--- src/rtl/uart_clock_pkg.sv ---
// Shared types and constants for the UART-settable clock: FSM states, error codes,
// default frame bytes and a BCD field range helper.
package uart_clock_pkg;

  typedef enum logic [2:0] {
    IDLE,
    GOT_HDR0,
    GET_H,
    GET_M,
    GET_S,
    GET_T,
    LOAD
  } state_t;

  localparam logic [1:0] ERR_HDR     = 2'd0;
  localparam logic [1:0] ERR_RANGE   = 2'd1;
  localparam logic [1:0] ERR_TAIL    = 2'd2;
  localparam logic [1:0] ERR_TIMEOUT = 2'd3;

  localparam logic [7:0] DEF_HDR0 = 8'hFF;
  localparam logic [7:0] DEF_HDR1 = 8'hA5;
  localparam logic [7:0] DEF_TAIL = 8'hF0;

  // Both nibbles must be decimal digits; once they are, a plain byte compare
  // against a BCD limit orders the same way as the decimal values.
  function automatic logic bcd_field_ok(input logic [7:0] b, input logic [7:0] max_bcd);
    return (b[7:4] <= 4'd9) && (b[3:0] <= 4'd9) && (b <= max_bcd);
  endfunction

endpackage

--- src/rtl/bcd_time_check.sv ---
// Combinational range check of a BCD hh:mm:ss triple (hour 00-23, min/sec 00-59).
module bcd_time_check
  import uart_clock_pkg::*;
(
  input  logic [7:0] hour,
  input  logic [7:0] min,
  input  logic [7:0] sec,
  output logic       ok
);

  assign ok = bcd_field_ok(hour, 8'h23) &&
              bcd_field_ok(min,  8'h59) &&
              bcd_field_ok(sec,  8'h59);

endmodule

--- src/rtl/uart_time_frame_ctrl.sv ---
// Set-time frame parser (FF A5 HH MM SS F0) feeding the clock counter over a load handshake.
// Optional inter-byte timeout enabled by defining UART_FRAME_TIMEOUT_EN.
module uart_time_frame_ctrl
  import uart_clock_pkg::*;
#(
  parameter logic [7:0] HDR0        = DEF_HDR0,
  parameter logic [7:0] HDR1        = DEF_HDR1,
  parameter logic [7:0] TAIL        = DEF_TAIL,
  parameter int         TIMEOUT_CYC = 2_000_000,
  parameter int         TO_W        = 21
) (
  input  logic       Clk,
  input  logic       Reset,
  input  logic [7:0] Rx_Data,
  input  logic       Rx_Done,
  input  logic       Load_Ready,
  output logic       Load_Valid,
  output logic [7:0] Load_Hour,
  output logic [7:0] Load_Min,
  output logic [7:0] Load_Sec,
  output logic       Frame_Err,
  output logic [1:0] Err_Code,
  output logic       Busy
);

  // Load handshake: Load_Valid is high throughout LOAD and Load_* stay stable;
  // a transfer happens on any cycle with Load_Valid & Load_Ready, after which
  // the controller is back in IDLE with Load_Valid low.

  if ((64'd1 << TO_W) <= 64'(TIMEOUT_CYC)) begin : g_bad_to_w
    $error("TO_W too narrow for TIMEOUT_CYC");
  end

  state_t     state, state_d;
  logic [7:0] hour_sh, min_sh, sec_sh;
  logic       err_d;
  logic [1:0] code_d;
  logic       load_en;
  logic       time_ok;
  logic       timeout_hit;

  bcd_time_check u_check (
    .hour (hour_sh),
    .min  (min_sh),
    .sec  (sec_sh),
    .ok   (time_ok)
  );

`ifdef UART_FRAME_TIMEOUT_EN
  logic [TO_W-1:0] to_cnt;

  always_ff @(posedge Clk) begin
    if (Reset || Rx_Done || state == IDLE || state == LOAD) to_cnt <= '0;
    else                                                    to_cnt <= to_cnt + 1'b1;
  end

  // A byte arriving on the terminal count wins over the timeout.
  assign timeout_hit = !Rx_Done && state != IDLE && state != LOAD &&
                       to_cnt == TO_W'(TIMEOUT_CYC - 1);
`else
  assign timeout_hit = 1'b0;
`endif

  always_comb begin
    state_d = state;
    err_d   = 1'b0;
    code_d  = Err_Code;
    load_en = 1'b0;
    unique case (state)
      IDLE: if (Rx_Done && Rx_Data == HDR0) state_d = GOT_HDR0;
      GOT_HDR0: begin
        if (Rx_Done) begin
          if (Rx_Data == HDR1) begin
            state_d = GET_H;
          end else if (Rx_Data != HDR0) begin
            state_d = IDLE;
            err_d   = 1'b1;
            code_d  = ERR_HDR;
          end
        end
      end
      GET_H: if (Rx_Done) state_d = GET_M;
      GET_M: if (Rx_Done) state_d = GET_S;
      GET_S: if (Rx_Done) state_d = GET_T;
      GET_T: begin
        if (Rx_Done) begin
          state_d = IDLE;
          if (Rx_Data != TAIL) begin
            err_d  = 1'b1;
            code_d = ERR_TAIL;
          end else if (!time_ok) begin
            err_d  = 1'b1;
            code_d = ERR_RANGE;
          end else begin
            load_en = 1'b1;
            state_d = LOAD;
          end
        end
      end
      LOAD: if (Load_Ready) state_d = IDLE;
      default: state_d = IDLE;
    endcase
    if (timeout_hit) begin
      state_d = IDLE;
      err_d   = 1'b1;
      code_d  = ERR_TIMEOUT;
    end
  end

  always_ff @(posedge Clk) begin
    if (Reset) state <= IDLE;
    else       state <= state_d;
  end

  always_ff @(posedge Clk) begin
    if (Reset) begin
      hour_sh   <= 8'h00;
      min_sh    <= 8'h00;
      sec_sh    <= 8'h00;
      Load_Hour <= 8'h00;
      Load_Min  <= 8'h00;
      Load_Sec  <= 8'h00;
      Frame_Err <= 1'b0;
      Err_Code  <= ERR_HDR;
    end else begin
      if (Rx_Done) begin
        case (state)
          GET_H:   hour_sh <= Rx_Data;
          GET_M:   min_sh  <= Rx_Data;
          GET_S:   sec_sh  <= Rx_Data;
          default: ;
        endcase
      end
      if (load_en) begin
        Load_Hour <= hour_sh;
        Load_Min  <= min_sh;
        Load_Sec  <= sec_sh;
      end
      Frame_Err <= err_d;
      Err_Code  <= code_d;
    end
  end

  assign Load_Valid = (state == LOAD);
  assign Busy       = (state != IDLE);

endmodule
--- config.mk ---
export PLATFORM = sky130hd
export DESIGN_NAME = uart_time_frame_ctrl
export DESIGN_NICKNAME = d
export VERILOG_FILES = /design/src/rtl/uart_clock_pkg.sv /design/src/rtl/bcd_time_check.sv /design/src/rtl/uart_time_frame_ctrl.sv
export SDC_FILE = /design/constraint.sdc
export NUM_CORES = 1
export LEC_CHECK = 0
export BUFFER_PORTS_ARGS = -buffer_cell sky130_fd_sc_hd__buf_2
export CORE_MARGIN = 2
export CORE_UTILIZATION = 25
export DETAILED_ROUTE_END_ITERATION = 10
export HOLD_SLACK_MARGIN = 0.12
export SETUP_SLACK_MARGIN = 0.02
export SLEW_MARGIN = 20
export SYNTH_ARGS = -nofsm -noshare
export SYNTH_HDL_FRONTEND = slang
export SYNTH_SLANG_ARGS = --single-unit
--- constraint.sdc ---
create_clock -name Clk -period 3 [get_ports Clk]
set_input_delay 0.3 -clock Clk [delete_from_list [all_inputs] [get_ports Clk]]
set_output_delay 0.3 -clock Clk [all_outputs]
set_load 0.01 [all_outputs]
==> results of run 1 <==
power by group through the flow:
stage                     Clock [mW]  Combinational, mW  Sequential (mW)
final                          0.393             0.0376            0.716
after global routing           0.441             0.0411            0.717
after CTS                      0.407             0.0376            0.716
after detailed placement           0             0.0374            0.733
after global placement             0             0.0373            0.733
after floorplan                    0             0.0164            0.733
metal layers:
metal	global-route usage [%]	routed length, µm	vias up
met3	2.950	203	7
met4	3.359	80	0
met1	13.98	2429	823
met5	0	0	-
li1	-	-	899
met2	17.25	2302	48
critical path: stages (launching register included):
cell and delay [ps]:
dfxtp_1 430, nand2b_1 270, or3_4 440, nor4_1 570
nor4_1 190, mux2i_1 160
worst min path at each step:
stage                     from         to  slack [ps]  depth (start not counted)
finish              Rx_Data[7]  min_sh[7]         260                          3
detailed placement   min_sh[7]  min_sh[7]         450                          2
CTS                 Rx_Data[7]  min_sh[7]         260                          3
floorplan           Rx_Data[0]  min_sh[0]         440                          2
global placement     min_sh[7]  min_sh[7]         440                          2
global route        Rx_Data[7]  min_sh[7]         270                          3
final cells by class:
cell class | instances | area, µm²
Clock buffer | 5 | 68.82
Clock inverter | 2 | 13.76
Tap cell | 105 | 131.4
Multi-Input combinational cell | 174 | 1012
Sequential cell | 54 | 1081
Fill cell | 868 | 5762
Inverter | 2 | 7.507
Timing Repair Buffer | 43 | 222.7
cell usage in the layout, fill, tap and decap left out:
cell type / netlist / routed
a211oi_1: 1 / 1
buf_2: 0 / 40
or3_1: 1 / 1
nand2b_1: 6 / 6
nor2_1: 40 / 40
or3_4: 1 / 1
nand4b_1: 1 / 1
nand4_1: 5 / 5
nor3_1: 1 / 1
and3_1: 1 / 1
o21a_1: 1 / 1
or4_4: 1 / 1
o31ai_1: 1 / 1
mux2i_1: 30 / 30
o21ai_0: 9 / 9
nor4bb_1: 1 / 1
nand2_1: 38 / 38
nor3b_1: 4 / 4
o211ai_1: 1 / 1
dfxtp_1: 54 / 54
nor4_4: 1 / 1
buf_4: 0 / 3
nand3_1: 2 / 2
xnor2_1: 1 / 1
inv_6: 0 / 1
clkinv_2: 0 / 1
o22ai_1: 1 / 1
or2_2: 1 / 1
clkbuf_8: 0 / 5
inv_1: 2 / 2
nor4_1: 3 / 3
o32a_1: 1 / 1
a21oi_1: 21 / 21
stage by stage:
stage | total power [mW] | hold slack (ps) | instance area [µm²]
finish | 1.147 | 264.6 | 2537
global route | 1.199 | 266.4 | 2537
CTS | 1.160 | 256.9 | 2537
detailed placement | 0.7705 | 447.0 | 2455
global placement | 0.7703 | 444.3 | 2455
floorplan | 0.7493 | 436.0 | 2165
sequential cells by signal, indices dropped and copies added (netlist names):
| register | flops |
|---|---|
| hour_sh | 8 |
| sec_sh | 8 |
| state | 3 |
| Load_Hour | 8 |
| Frame_Err | 1 |
| Err_Code | 2 |
| Load_Sec | 8 |
| Load_Min | 8 |
| min_sh | 8 |
logic make-up (layout without fill, tap and decap cells):
kind of cell,Yosys count,count (layout)
buffers and inverters,15,52
and+or+nand+nor,107,107
xor gates and xnor gates,1,1
muxes,30,30
AOI/OAI and AO/OA,36,36
DFF,54,54
==> results.json, run 1 <==
{
  "endpoint": "Err_Code[1]",
  "yosysMostFrequentCell": "dfxtp_1",
  "cts_max_level": 2,
  "die_area_um2": 9419,
  "rows": 33,
  "n_antenna_cell": 0,
  "postSynth.asyncResetShare_pct": 0,
  "rsz0062_at_grt": "false",
  "hpwl_um": 3687,
  "synthMuxAreaShare_pct": 13.87,
  "r2r-start": "state[1]",
  "final_cells": 385,
  "synth_xor_area_share_pct": 0.4046,
  "crit_path_start_kind": "flop",
  "netlist_area_um2": 2165,
  "finalHoldViolations": 0,
  "cts_root_buf": "clkbuf_8",
  "postCtsResizedCells": 0,
  "fin_ws_ps": 818.9,
  "p_sw_mw": 0.2591,
  "synth-edff-count": 0,
  "syn_nets": 255,
  "wl_per_cell_um": 13.03,
  "synth-seq-cells": 54,
  "cp.arrival_ps": 2370,
  "grt_remaining_overflow": 0,
  "cts_sinks": 54,
  "die_w_um": 97.05,
  "leakage_nw": 0.9166,
  "cp.required_ps": 3190,
  "drv_cap": 0,
  "grt_pass1_vias": 1632,
  "path_max_fanout": 12,
  "synthTopCellsByCount": "dfxtp_1, nor2_1, nand2_1, mux2i_1, a21oi_1",
  "max_slew_margin_pct": 37.35,
  "drt_pass1_iterations": 4,
  "core-area_um2": 8299,
  "fin_nets": 292,
  "worstMarginPinSlew_ps": 936.2,
  "vias": 1777,
  "report.final.slew_viol_count": 0,
  "synth_top_family_by_area": "simple AND/OR/NAND/NOR gates",
  "internal-power_mw": 0.8882,
  "gp_congestion": 0.8429,
  "die_h_um": 97.05,
  "cp-end-kind": "flop",
  "clock_latency_ps": 310,
  "syn-instance-count": 243,
  "startpoint": "state[1]",
  "wl_um": 5016,
  "netlist.area_leader.share_pct": 49.94,
  "synth_compound_area_share_pct": 9.075,
  "power_frac_clock_pct": 34.3,
  "seq_power_share_pct": 62.4,
  "clock.fmax_mhz": 458.5,
  "regToRegEndpoint": "Err_Code[1]",
  "synthTopCellsByArea": "dfxtp_1, mux2i_1, nor2_1, nand2_1, a21oi_1",
  "ys_seq_area_share_pct": 49.94,
  "drt_iter0_drc": 123,
  "start_util_pct": 26.08,
  "synth-simple-area-share_pct": 23.41,
  "syn2layout_area_growth_pct": 17.23,
  "p_per_area_nw_per_um2": 452.1,
  "swShare_pct": 22.58,
  "hold_class": "in2reg",
  "placed_cells": 378,
  "setup_viol": 0,
  "ys_types": 30,
  "comb_power_share_pct": 3.3,
  "cts_buffers": 5,
  "utilization_pct": 30.57,
  "ff2ff_setup_slack_ps": 820,
  "cts.reportedPaths.clkPinSlew_ps": 100,
  "cts_tree": "yes",
  "cts_buffer_depth": 2,
  "synthAdderAreaFrac_pct": 0,
  "globalRouteTotalUtil_pct": 10.72,
  "postSynthAreaPerCell_um2": 8.908,
  "skew_ps": 13.13,
  "antenna_left": 0,
  "port_buffers": 40,
  "pin_count": 41,
  "timing.final.crit_share_pct": 72.70,
  "min_period_ps": 2181,
  "antenna_found_initial": 0,
  "viasPerCell": 4.616,
  "drive_gt1_share_pct": 19.29,
  "place_ws_ps": 596.7,
  "grt_max_degree": 37,
  "status": "completed",
  "crit_type": "reg2reg",
  "drc": 0,
  "postCtsSetupBuffers": 0,
  "yosysTopAreaCell": "dfxtp_1",
  "ys_warn_count": 0,
  "r2r_cells": 5,
  "tns_ps": 0,
  "ctsHoldBuffers": 0,
  "ir_worst_vdd_mv": 0.2022,
  "synth_ff_type": "dfxtp_1",
  "grt_pass1_wl_um": 8197
}
Note: power is estimated with default switching activity, not from simulation.
==> run 2: changes to the inputs <==
Clock period 3 ns to 1.8 ns, I/O delays scaled along.
==> results.json, run 2 (same netlist as run 1, synthesis figures left out) <==
{
  "regToRegEndpoint": "Load_Min[4]",
  "drv_cap": 0,
  "top_layer_used": "met4",
  "report.final.slew_viol_count": 0,
  "p_per_area_nw_per_um2": 739.8,
  "ctsHoldBuffers": 0,
  "ff2ff_setup_slack_ps": 60,
  "antenna_found_initial": 0,
  "worstMarginPinSlew_ps": 526.8,
  "met3RoutedLength_um": 232,
  "setup_viol": 0,
  "core-area_um2": 8299,
  "final_common_cell": "dfxtp_1",
  "wl_um": 5329,
  "status": "completed",
  "vias": 1880,
  "cts_buffer_depth": 2,
  "endpoint": "Load_Min[4]",
  "drc": 0,
  "met1_length_um": 2600,
  "final_cells": 412,
  "wl_per_cell_um": 12.93,
  "grt_max_degree": 31,
  "die_w_um": 97.05,
  "cts_max_level": 2,
  "r2r-start": "hour_sh[5]",
  "ir_worst_vdd_mv": 0.3353,
  "cts_sinks": 54,
  "globalRouteTotalUtil_pct": 11.32,
  "grt_pass1_wl_um": 8687,
  "fin_nets": 318,
  "hold_class": "in2reg",
  "drt_iter0_drc": 112,
  "drive_gt1_share_pct": 28.66,
  "startpoint": "hour_sh[5]",
  "die_h_um": 97.05,
  "max_slew_margin_pct": 64.55,
  "r2r_cells": 6,
  "leakage_nw": 1.072,
  "rows": 33,
  "cts_buffers": 5,
  "start_util_pct": 26.08,
  "grt_pass1_vias": 1699,
  "cts_tree": "yes",
  "syn2layout_area_growth_pct": 29.60,
  "crit_type": "reg2reg",
  "port_buffers": 40,
  "crit_path_start_kind": "flop",
  "cts.reportedPaths.clkPinSlew_ps": 100,
  "placed_cells": 396,
  "die_area_um2": 9419,
  "cp.required_ps": 1980,
  "cp-end-kind": "flop",
  "antenna_left": 0,
  "finalHoldViolations": 0,
  "path_max_fanout": 5,
  "wl_met2_um": 2432,
  "clock.fmax_mhz": 575.9,
  "viasPerCell": 4.563,
  "power.total_mw": 2.075,
  "grt_remaining_overflow": 0,
  "n_antenna_cell": 0,
  "min_period_ps": 1737,
  "drt_pass1_iterations": 4,
  "pin_count": 41,
  "final_cell_mix": "dfxtp_1, nor2_1, buf_2, nand2_1, mux2i_1",
  "clock_latency_ps": 310,
  "cp.arrival_ps": 1920,
  "skew_ps": 13.37,
  "hpwl_um": 3837,
  "rsz0062_at_grt": "true",
  "timing.final.crit_share_pct": 96.48,
  "gp_congestion": 0.7720,
  "cts_root_buf": "clkbuf_8"
}
## run 2: worst min path at each step
stage | start | to | slack (ps) | depth (start not counted)
after global placement | sec_sh[7] | sec_sh[7] | 440 | 2
after detailed placement | min_sh[7] | min_sh[7] | 450 | 2
final | Rx_Data[7] | min_sh[7] | 160 | 3
after global routing | Rx_Data[7] | min_sh[7] | 160 | 3
after CTS | Rx_Data[7] | min_sh[7] | 150 | 3
after floorplan | Rx_Data[0] | min_sh[0] | 320 | 2
## run 2: per-stage QoR
stage	hold WS [ps]	setup WS, ps	util, %	TNS [ps]	cell area, µm²
5_1_grt	157.7	-7.481	33.80	-8.998	2805
4_1_cts	151.1	8.429	32.73	0	2716
3_5_place_dp	450.6	-288.6	31.45	-5615	2610
3_3_place_gp	443.6	-227.0	31.45	-4906	2610
6_report	164.2	63.44	33.80	0	2805
2_1_floorplan	316.0	-188.3	-	-3422	2186
## run 2: where the power goes
group / internal (mW) / switching [mW] / total, mW
clock: 0.417 / 0.385 / 0.802
sequential: 1.19 / 0.0000612 / 1.19
combinational: 0.0302 / 0.0499 / 0.0801
total: 1.64 / 0.435 / 2.08
## run 2: critical path: stages (launching register included)
cell and delay, ps:
dfxtp_2 350, o32a_1 410, nor4_4 280, buf_4 180
buf_4 160, mux2i_1 190, nor2_1 50
## run 2: per-layer routing
layer | GRT usage [%] | vias to the layer above
met5 | 0 | -
met4 | 3.034 | 0
met3 | 2.590 | 6
met2 | 16.99 | 54
met1 | 16.32 | 870
li1 | - | 950
## run 2: timing repair
item	CTS	global route
gates resized for setup	0	11
buffers inserted	0	7
gates cloned	0	1
pin swaps	0	0
endpoints found under the setup margin	5	21
## run 2: area by class of cell
cell class | instances | area [µm²]
fillers | 881 | 5494
flip-flops and latches | 54 | 1085
multi-input cells | 174 | 1046
repair buffers | 69 | 429.2
well taps | 105 | 131.4
clock buffers | 7 | 76.32
clock inverters | 1 | 30.03
inverters | 2 | 7.507
==> run 3: changes to the inputs <==
Settings changed: CORE_MARGIN 2 to 4.
Clock period 1.8 ns to 1.99 ns, I/O delays scaled along.
==> results.json, run 3 (same netlist as run 1, synthesis figures left out) <==
{
  "final_cells": 397,
  "clock.fmax_mhz": 552.1,
  "max_slew_margin_pct": 38.56,
  "finalHoldViolations": 0,
  "viasPerCell": 4.504,
  "regToRegEndpoint": "hour_sh[6]",
  "min_period_ps": 1811,
  "cts_buffers": 5,
  "setup_viol": 0,
  "postCtsSetupBuffers": 0,
  "die_h_um": 101.1,
  "drv_cap": 0,
  "power.total_mw": 1.880,
  "path_cells": "buf_4, nand2b_1, nor2_1, mux2i_1, nor2_1",
  "leakage_nw": 0.9857,
  "path_buf_inv": 1,
  "ctsHoldBuffers": 0,
  "timing.final.crit_share_pct": 91.03,
  "fin_ws_ps": 178.6,
  "vias": 1788,
  "wl_per_cell_um": 13.08,
  "ir_worst_vdd_mv": 0.3451,
  "port_buffers": 40,
  "ff2ff_setup_slack_ps": 180,
  "cts_root_buf": "clkbuf_8",
  "antenna_left": 0,
  "utilization_pct": 31.89,
  "r2r-start": "state[0]",
  "drc": 0,
  "crit_path_start_kind": "flop",
  "cp_slowest_stage_delay_ps": 720,
  "drt_pass1_iterations": 4,
  "hpwl_um": 3847,
  "cp.arrival_ps": 2020,
  "final_cell_mix": "dfxtp_1, nor2_1, buf_2, nand2_1, mux2i_1",
  "drive_gt1_share_pct": 22.60,
  "worstMarginPinSlew_ps": 918.2,
  "crit_path_frequent_cell": "nor2_1",
  "die_area_um2": 10210,
  "pin_count": 41,
  "final_common_cell": "dfxtp_1",
  "final_area_um2": 2646,
  "cts_buffer_depth": 2,
  "gp_congestion": 0.7672,
  "globalRouteTotalUtil_pct": 10.68,
  "wl_um": 5191,
  "start_util_pct": 26.08,
  "fillers": 868,
  "path_max_fanout": 9,
  "report.final.slew_viol_count": 0,
  "cts_tree": "yes",
  "crit_family": "simple AND/OR/NAND/NOR gates",
  "place_ws_ps": -79.77,
  "cp_slowest_cell": "nor2_1",
  "die_w_um": 101.1,
  "grt_max_degree": 21,
  "cp-end-kind": "flop",
  "hold_depth": 3,
  "grt_pass1_wl_um": 8528,
  "cp.required_ps": 2200,
  "n_antenna_cell": 0,
  "core-area_um2": 8299,
  "cts_max_level": 2,
  "antenna_found_initial": 0,
  "placed_cells": 389,
  "hold_class": "in2reg",
  "p_per_area_nw_per_um2": 710.4,
  "syn2layout_area_growth_pct": 22.25,
  "postCtsResizedCells": 0,
  "r2r_cells": 5,
  "fin_nets": 303,
  "cts.reportedPaths.clkPinSlew_ps": 90,
  "grt_remaining_overflow": 0,
  "crit_type": "reg2reg",
  "drt_iter0_drc": 117,
  "status": "completed",
  "cts_sinks": 54,
  "rsz0062_at_grt": "false",
  "hp-start": "Rx_Data[7]",
  "clock_latency_ps": 320,
  "grt_pass1_vias": 1730,
  "skew_ps": 6.344,
  "hold_end": "sec_sh[7]",
  "place_area_um2": 2537,
  "rows": 33
}
[run 3: cell types whose count changed in the layout (fill, tap and decap cells not counted), sizes merged]
cell / before / now
buf: 69 / 54
clkbuf: 7 / 5
clkinv: 0 / 2
[run 3: per-stage QoR]
| step | TNS (ps) | hold slack [ps] |
|---|---|---|
| 2_1_floorplan | -172.9 | 335.0 |
| 3_3_place_gp | -595.1 | 445.7 |
| 3_5_place_dp | -1238 | 451.7 |
| 4_1_cts | 0 | 139.2 |
| 5_1_grt | 0 | 141.6 |
| 6_report | 0 | 151.9 |
[run 3: tightest hold or removal path: stages]
cell and delay (ps):
buf_2 130, nand2_1 60, a21oi_1 50
[run 3: power breakdown]
| group | switching [mW] | internal (mW) | total, mW |
|---|---|---|---|
| logic | 0.0426 | 0.0228 | 0.0655 |
| registers | 0.0000281 | 1.08 | 1.08 |
| clock network | 0.364 | 0.371 | 0.735 |
| total | 0.407 | 1.47 | 1.88 |
[run 3: final cells by class]
class | instances | area (µm²) | area share, %
Clock inverter | 3 | 40.04 | 1.513
Inverter | 2 | 7.507 | 0.2837
Sequential cell | 54 | 1081 | 40.85
Multi-Input combinational cell | 174 | 1012 | 38.25
Tap cell | 105 | 131.4 | 4.965
Clock buffer | 5 | 68.82 | 2.600
Timing Repair Buffer | 54 | 305.3 | 11.54
[run 3: worst max path at each step]
stage / from / end / cells past startpoint
floorplan: Rx_Data[3] / Load_Hour[1] / 6
CTS: state[0] / hour_sh[3] / 5
finish: state[0] / hour_sh[6] / 5
global placement: Rx_Data[3] / state[2] / 7
detailed placement: Rx_Data[3] / Load_Min[1] / 7
global route: state[1] / Load_Min[3] / 6
[run 3: routing by layer]
metal,GRT usage [%],vias to the layer above,wire [µm]
li1,-,928,-
met1,14.23,818,2528
met2,16.20,34,2307
met3,2.422,8,242
met4,5.215,0,112
met5,0,-,0
